`src/rtl/sar_pkg.sv`:
```
// +----------------------------------------------------------------------------+
// | sar_pkg : shared types and helpers for the SAR search controller           |
// | Rev 1.0  initial release                                                   |
// +----------------------------------------------------------------------------+
`default_nettype none

package sar_pkg;

  typedef enum logic [1:0] {
    IDLE   = 2'd0,
    SETTLE = 2'd1,
    DONE   = 2'd2
  } state_t;

  localparam int CMP_LAT_MAX = 3;

  function automatic logic onehot3(input logic gt, input logic eq, input logic lt);
    return ({gt, eq, lt} == 3'b100) || ({gt, eq, lt} == 3'b010) || ({gt, eq, lt} == 3'b001);
  endfunction

endpackage

`default_nettype wire

```
`src/rtl/sar_search_ctrl.sv`:
```
// +----------------------------------------------------------------------------+
// | sar_search_ctrl : MSB-first successive-approximation search driving an     |
// | external 3-way comparator, with start/busy/done handshake.                 |
// | Rev 1.0  initial release                                                   |
// +----------------------------------------------------------------------------+
`default_nettype none

module sar_search_ctrl
  import sar_pkg::*;
#(
  parameter int WIDTH   = 16,
  parameter int CMP_LAT = 1
) (
  input  logic             clk_pad,
  input  logic             rst_pad,
  input  logic             start_pad,
  output logic [WIDTH-1:0] trial_pad,
  input  logic             cmp_gt_pad,
  input  logic             cmp_eq_pad,
  input  logic             cmp_lt_pad,
  output logic             busy_pad,
  output logic             done_pad,
  output logic [WIDTH-1:0] result_pad,
  output logic             exact_pad,
  output logic             err_pad
);

  localparam int C_BIT_W = $clog2(WIDTH);
  localparam int C_CNT_W = $clog2(CMP_LAT_MAX + 1);
  localparam logic [C_BIT_W-1:0] C_TOP = C_BIT_W'(WIDTH - 1);
  localparam logic [C_CNT_W-1:0] C_LAT = C_CNT_W'(CMP_LAT);

  state_t             r_state,  w_state_nxt;
  logic [WIDTH-1:0]   r_acc,    w_acc_nxt;
  logic [C_BIT_W-1:0] r_bit,    w_bit_nxt;
  logic [C_CNT_W-1:0] r_cnt,    w_cnt_nxt;
  logic [WIDTH-1:0]   r_result, w_result_nxt;
  logic               r_exact,  w_exact_nxt;
  logic               r_err,    w_err_nxt;

  logic [WIDTH-1:0]   w_mask;
  logic [WIDTH-1:0]   w_trial;
  logic [WIDTH-1:0]   w_acc_dec;

  assign w_mask    = WIDTH'(1) << r_bit;
  assign w_trial   = r_acc | w_mask;
  assign w_acc_dec = cmp_lt_pad ? w_trial : r_acc;

  always_ff @(posedge clk_pad) begin
    if (rst_pad) begin
      r_state  <= IDLE;
      r_acc    <= '0;
      r_bit    <= '0;
      r_cnt    <= '0;
      r_result <= '0;
      r_exact  <= 1'b0;
      r_err    <= 1'b0;
    end else begin
      r_state  <= w_state_nxt;
      r_acc    <= w_acc_nxt;
      r_bit    <= w_bit_nxt;
      r_cnt    <= w_cnt_nxt;
      r_result <= w_result_nxt;
      r_exact  <= w_exact_nxt;
      r_err    <= w_err_nxt;
    end
  end

  always_comb begin
    w_state_nxt  = r_state;
    w_acc_nxt    = r_acc;
    w_bit_nxt    = r_bit;
    w_cnt_nxt    = r_cnt;
    w_result_nxt = r_result;
    w_exact_nxt  = r_exact;
    w_err_nxt    = r_err;
    trial_pad    = '0;
    busy_pad     = 1'b0;
    done_pad     = 1'b0;

    case (r_state)
      IDLE: begin
        if (start_pad) begin
          w_state_nxt  = SETTLE;
          w_acc_nxt    = '0;
          w_bit_nxt    = C_TOP;
          w_cnt_nxt    = C_LAT;
          w_result_nxt = '0;
          w_exact_nxt  = 1'b0;
          w_err_nxt    = 1'b0;
        end
      end

      SETTLE: begin
        trial_pad = w_trial;
        busy_pad  = 1'b1;
        // Flags are only trusted once the comparator latency has elapsed.
        if (r_cnt != '0) begin
          w_cnt_nxt = r_cnt - C_CNT_W'(1);
        end else if (!onehot3(cmp_gt_pad, cmp_eq_pad, cmp_lt_pad)) begin
          w_err_nxt    = 1'b1;
          w_result_nxt = r_acc;
          w_state_nxt  = DONE;
        end else if (cmp_eq_pad) begin
          w_result_nxt = w_trial;
          w_exact_nxt  = 1'b1;
          w_state_nxt  = DONE;
        end else if (r_bit == '0) begin
          w_acc_nxt    = w_acc_dec;
          w_result_nxt = w_acc_dec;
          w_state_nxt  = DONE;
        end else begin
          w_acc_nxt = w_acc_dec;
          w_bit_nxt = r_bit - C_BIT_W'(1);
          w_cnt_nxt = C_LAT;
        end
      end

      DONE: begin
        done_pad    = 1'b1;
        w_state_nxt = IDLE;
      end

      default: begin
        w_state_nxt = IDLE;
      end
    endcase
  end

  assign result_pad = r_result;
  assign exact_pad  = r_exact;
  assign err_pad    = r_err;

endmodule

`default_nettype wire

```
`config.mk`:
```
export PLATFORM = sky130hd
export DESIGN_NAME = sar_search_ctrl
export DESIGN_NICKNAME = d
export VERILOG_FILES = /design/src/rtl/sar_pkg.sv /design/src/rtl/sar_search_ctrl.sv
export SDC_FILE = /design/constraint.sdc
export NUM_CORES = 1
export LEC_CHECK = 0
export CAP_MARGIN = 30
export CORE_MARGIN = 2
export CORE_UTILIZATION = 25
export DETAILED_ROUTE_END_ITERATION = 10
export PLACE_DENSITY_LB_ADDON = 0.12
export SLEW_MARGIN = 20
export SYNTH_ARGS = -nofsm -noshare
export SYNTH_HDL_FRONTEND = slang
export SYNTH_SLANG_ARGS = --single-unit
```
`constraint.sdc`:
```
create_clock -name clk_pad -period 5.9 [get_ports clk_pad]
set_input_delay 1.18 -clock clk_pad [delete_from_list [all_inputs] [get_ports clk_pad]]
set_output_delay 1.18 -clock clk_pad [all_outputs]
set_load 0.01 [all_outputs]
```
==> results <==
- The flow ran to the end, and the final reports show no timing, DRC or antenna violations.
- The pin count of the biggest net entering global routing is 24.
- In this run the biggest area consumer among cell types represents 38.91% of the synthesized area.
- The CTS buffer count is 5.
- Setup violations remaining at the end of the flow were counted as 0.
- The count of hold-fix buffers inserted at cts is 0.
- Global routing consumed, over all layers together, 14.13% of the routing resources.
- The post-placement cell area is between 0.002 and 0.003 mm2.
- The fraction of registers with async set or reset after synthesis is 0%.
- Setup repair after global routing left no endpoint under its margin.
- The count of final max-slew check failures is 0.
- By count the netlist is led by sky130_fd_sc_hd__dfxtp_1 (42), sky130_fd_sc_hd__a21oi_1 (30), sky130_fd_sc_hd__inv_1 (22).
- The relative area change from synthesis to final layout is 28.26%.
- The number of antenna violations at the first check in global routing was 0.
- Gates resized during post-CTS repair numbered 0.
- For the final routed database, the setup TNS stands at 0 ps.
- The H-tree generated during clock tree synthesis spans 2 levels.
- The register area share after synthesis is between 30 and 40%.
- The critical path endpoint category is an output port.
- The core region is 0.008299 mm2.
- The detailed placement HPWL is approximately 4400 um.
- The number of buffer and inverter instances along the worst setup path is 3.
- The most common flop cell mapped by yosys is sky130_fd_sc_hd__dfxtp_1.
- Dividing the detail-routed wire length by the instance count gives 16.40 um.
- The worst path arrival time is 2450 ps.
- The die covers 0.009403 mm2.
- The repair_antennas step left the layout with diodes totalling 0.
- The cell with the most instances after synthesis is sky130_fd_sc_hd__dfxtp_1.
- The count of cell types in the netlist is 39.
- The endpoint required time on the critical path is 4720 ps.
- The slowest stage of the critical path belongs to the cell sky130_fd_sc_hd__clkdlybuf4s50_1.
- After the first detailed-routing iteration, the DRC count stood at between 100 and 150.
- The weighted congestion at the end of routability-driven global placement is 0.7749.
- In the final layout, the multi-input gates occupy between 0.001 and 0.0015 mm2.
- The number of nets produced by synthesis is roughly 270.
- The cell at the root of the clock tree is sky130_fd_sc_hd__clkbuf_8.
- Summed over all cells, the static leakage comes to between 1 and 1.5 nW.
- In this run the count of I/O pins placed on the die edge is 42.
- The number of global-route vias before repair is 2034.
- The power per standard cell area is 278.3 mW/mm2.
- After synthesis, the cell types taking the most area are sky130_fd_sc_hd__dfxtp_1 (39%), sky130_fd_sc_hd__a21oi_1 (6.9%), sky130_fd_sc_hd__a211oi_1 (5.9%).
- Walking the worst path, the cells encountered are inv_1 -> ha_1 -> nor3b_2 -> o21ai_0 -> inv_1 -> clkdlybuf4s50_1.
- For this run the aggregate overflow at the end of global routing stands at 0.
- The Yosys step of the flow raised 0 warnings.
- The tightest hold path in the finished design has a slack of 513.9 ps.
- VDD sags by at most 0.09005 mV.
- Post-CTS timing repair inserted 0 buffers for setup.
- The number of antenna-violating nets in the routed design is 0.
- Summed over all instances, the cell type with the most area after synthesis is sky130_fd_sc_hd__dfxtp_1.
- The cell that appears most often on the critical path is sky130_fd_sc_hd__inv_1.
- The start-to-end type of the worst setup path is flop to output port.
- The synthesized cell area is 0.002161 mm2.
- Counting flops and latches in the post-synthesis netlist gives 42.
- The launching point of the worst reg2reg path is r_bit[0].
- For the pin with the worst max-slew slack, the measured transition is 683.9 ps.
- Across the whole layout, storage elements account for 840.8 um2.
- For this run, the detailed router's first-pass iteration total came to 4.
- The tool flagged a number of max-cap violations equal to 0.
- The first global-routing pass estimated 10760 um of wire.
- The net count of the finished layout is 296.
- The share of layout cells above drive strength 1 is between 7 and 8%.
- The maximum single-stage delay on the critical path is 530 ps.
- The die span in y is 96.97 um.
- The post-route fraction of the period consumed by the critical path is 61.51%.
- The number of fill cells is ~890.
- The count of flip-flops with a built-in enable after synthesis is 0.
- The final number of hold-violating endpoints is 0.
- The min-delay analysis places its worst path in the category flop to flop.
- The post-detailed-route via-to-cell ratio is 5.120.
- The final setup skew is approximately 11 ps.
- The count of mapped cells out of synthesis is 254.
- Once the floorplan was initialized, standard cells occupied 26.04% of the core.
- The cell row count is 33.
- The smallest clock period supported by the final layout is computed as 3629 ps.
- The final wirelength is about 6400 um.
- After detailed routing, the number of remaining DRC violations is 0.
- The number of vias after detailed routing is 2002.
- During placement, the flow inserted port buffers numbering just over 40.
- Once layout is done, the placed cells without fillers occupy 0.002771 mm2.
- For this design, the sink count on the clock tree is 42.
- The die is 96.97 um wide.
- The maximum clock frequency is 275.5 MHz.
- The largest buffer count on any clock path is 2.
- Clock-pin slew was measured on the worst setup and hold paths at ~80 ps.
- The launching element of the worst setup path is r_bit[0].
- The startpoint of the tightest hold check path is result_pad[0].
- Grouping stages by cell kind, the critical path spends the most delay in buffers and inverters.
- The worst slew margin relative to its limit is 54.35%.
- STA classifies the critical path startpoint as a flop.
- The latest clock arrival within the worst-skew pair is 300 ps.
- Averaged over all synthesized cells, the footprint is 8.507 um2.
- Along the worst path, the maximum fanout reaches 7.
- TritonCTS built the clock tree.
## through the flow
step / power, mW / setup slack, ps / std cells / util, %
after floorplan: 0.4718 / 3370 / 254 / -
after global placement: 0.5418 / 2170 / 381 / 31.75
after detailed placement: 0.5422 / 2305 / 383 / 32.02
after CTS: 0.7802 / 2249 / 391 / 33.39
after global routing: 0.8165 / 2102 / 391 / 33.39
final: 0.7712 / 2271 / 391 / 33.39
## kinds of logic (layout without fill, tap and decap cells)
family,after synthesis,count (layout),synth area share (%)
buffers and inverters,44,76,8.106
AO/OA/AOI/OAI,115,115,36.77
flip-flops,42,42,38.91
XOR/XNOR,2,2,0.8108
adder cells (fa/ha/maj),5,5,2.895
AND/OR/NAND/NOR,46,46,12.51
## registers in the layout (all words and copies together) (netlist names)
name and cells:
r_state 2, exact_pad 1, r_acc 16, r_cnt 2
err_pad 1, result_pad 16, r_bit 4
## final timing paths
path	slack, ps	cells after the start	end
setup reg to reg	3430	7	result_pad[0]
setup / recovery	2270	6	trial_pad[0]
hold / removal	510	2	result_pad[0]
hold reg to reg	510	2	result_pad[0]
## cell type report
| type | count | area share (%) |
|---|---|---|
| multi-input combinational | 168 | 41.53 |
| timing repair buffer | 45 | 16.16 |
| inverter | 23 | 3.115 |
| sequential | 42 | 30.34 |
| clock buffer | 5 | 2.483 |
| tap | 105 | 4.740 |
| clock inverter | 3 | 1.625 |
## tightest hold or removal path, stage by stage (launching register included)
cell and delay [ps]:
sky130_fd_sc_hd__dfxtp_1 320, sky130_fd_sc_hd__o211ai_1 80, sky130_fd_sc_hd__o31ai_1 70
## routing by layer
layer  vias up  global-route usage [%]  wire length [um]
met5         -                       0                 0
met2        69                   21.05              2843
met3         6                   2.240               322
li1       1004                       -                 -
met1       923                   20.50              3148
met4         0                   5.092                95
## where the power goes
group          internal (mW)  switching (mW)
clock                  0.126           0.108
sequential             0.305          0.0251
combinational         0.0782           0.129
## cells in the final DEF (no fill, tap or decap), drive strengths merged, types with 4 or more instances in the layout
| cell | count |
|---|---|
| and3 | 5 |
| nand2 | 8 |
| o21ai | 12 |
| clkbuf | 5 |
| a21o | 6 |
| o31ai | 16 |
| buf | 4 |
| nor2 | 6 |
| a211oi | 17 |
| inv | 23 |
| nor3 | 5 |
| dfxtp | 42 |
| o211ai | 17 |
| nand2b | 4 |
| a31oi | 8 |
| clkdlybuf4s50 | 41 |
| a21oi | 31 |
| ha | 5 |
| and2 | 7 |
No activity file was read; power rests on OpenSTA's default activity.
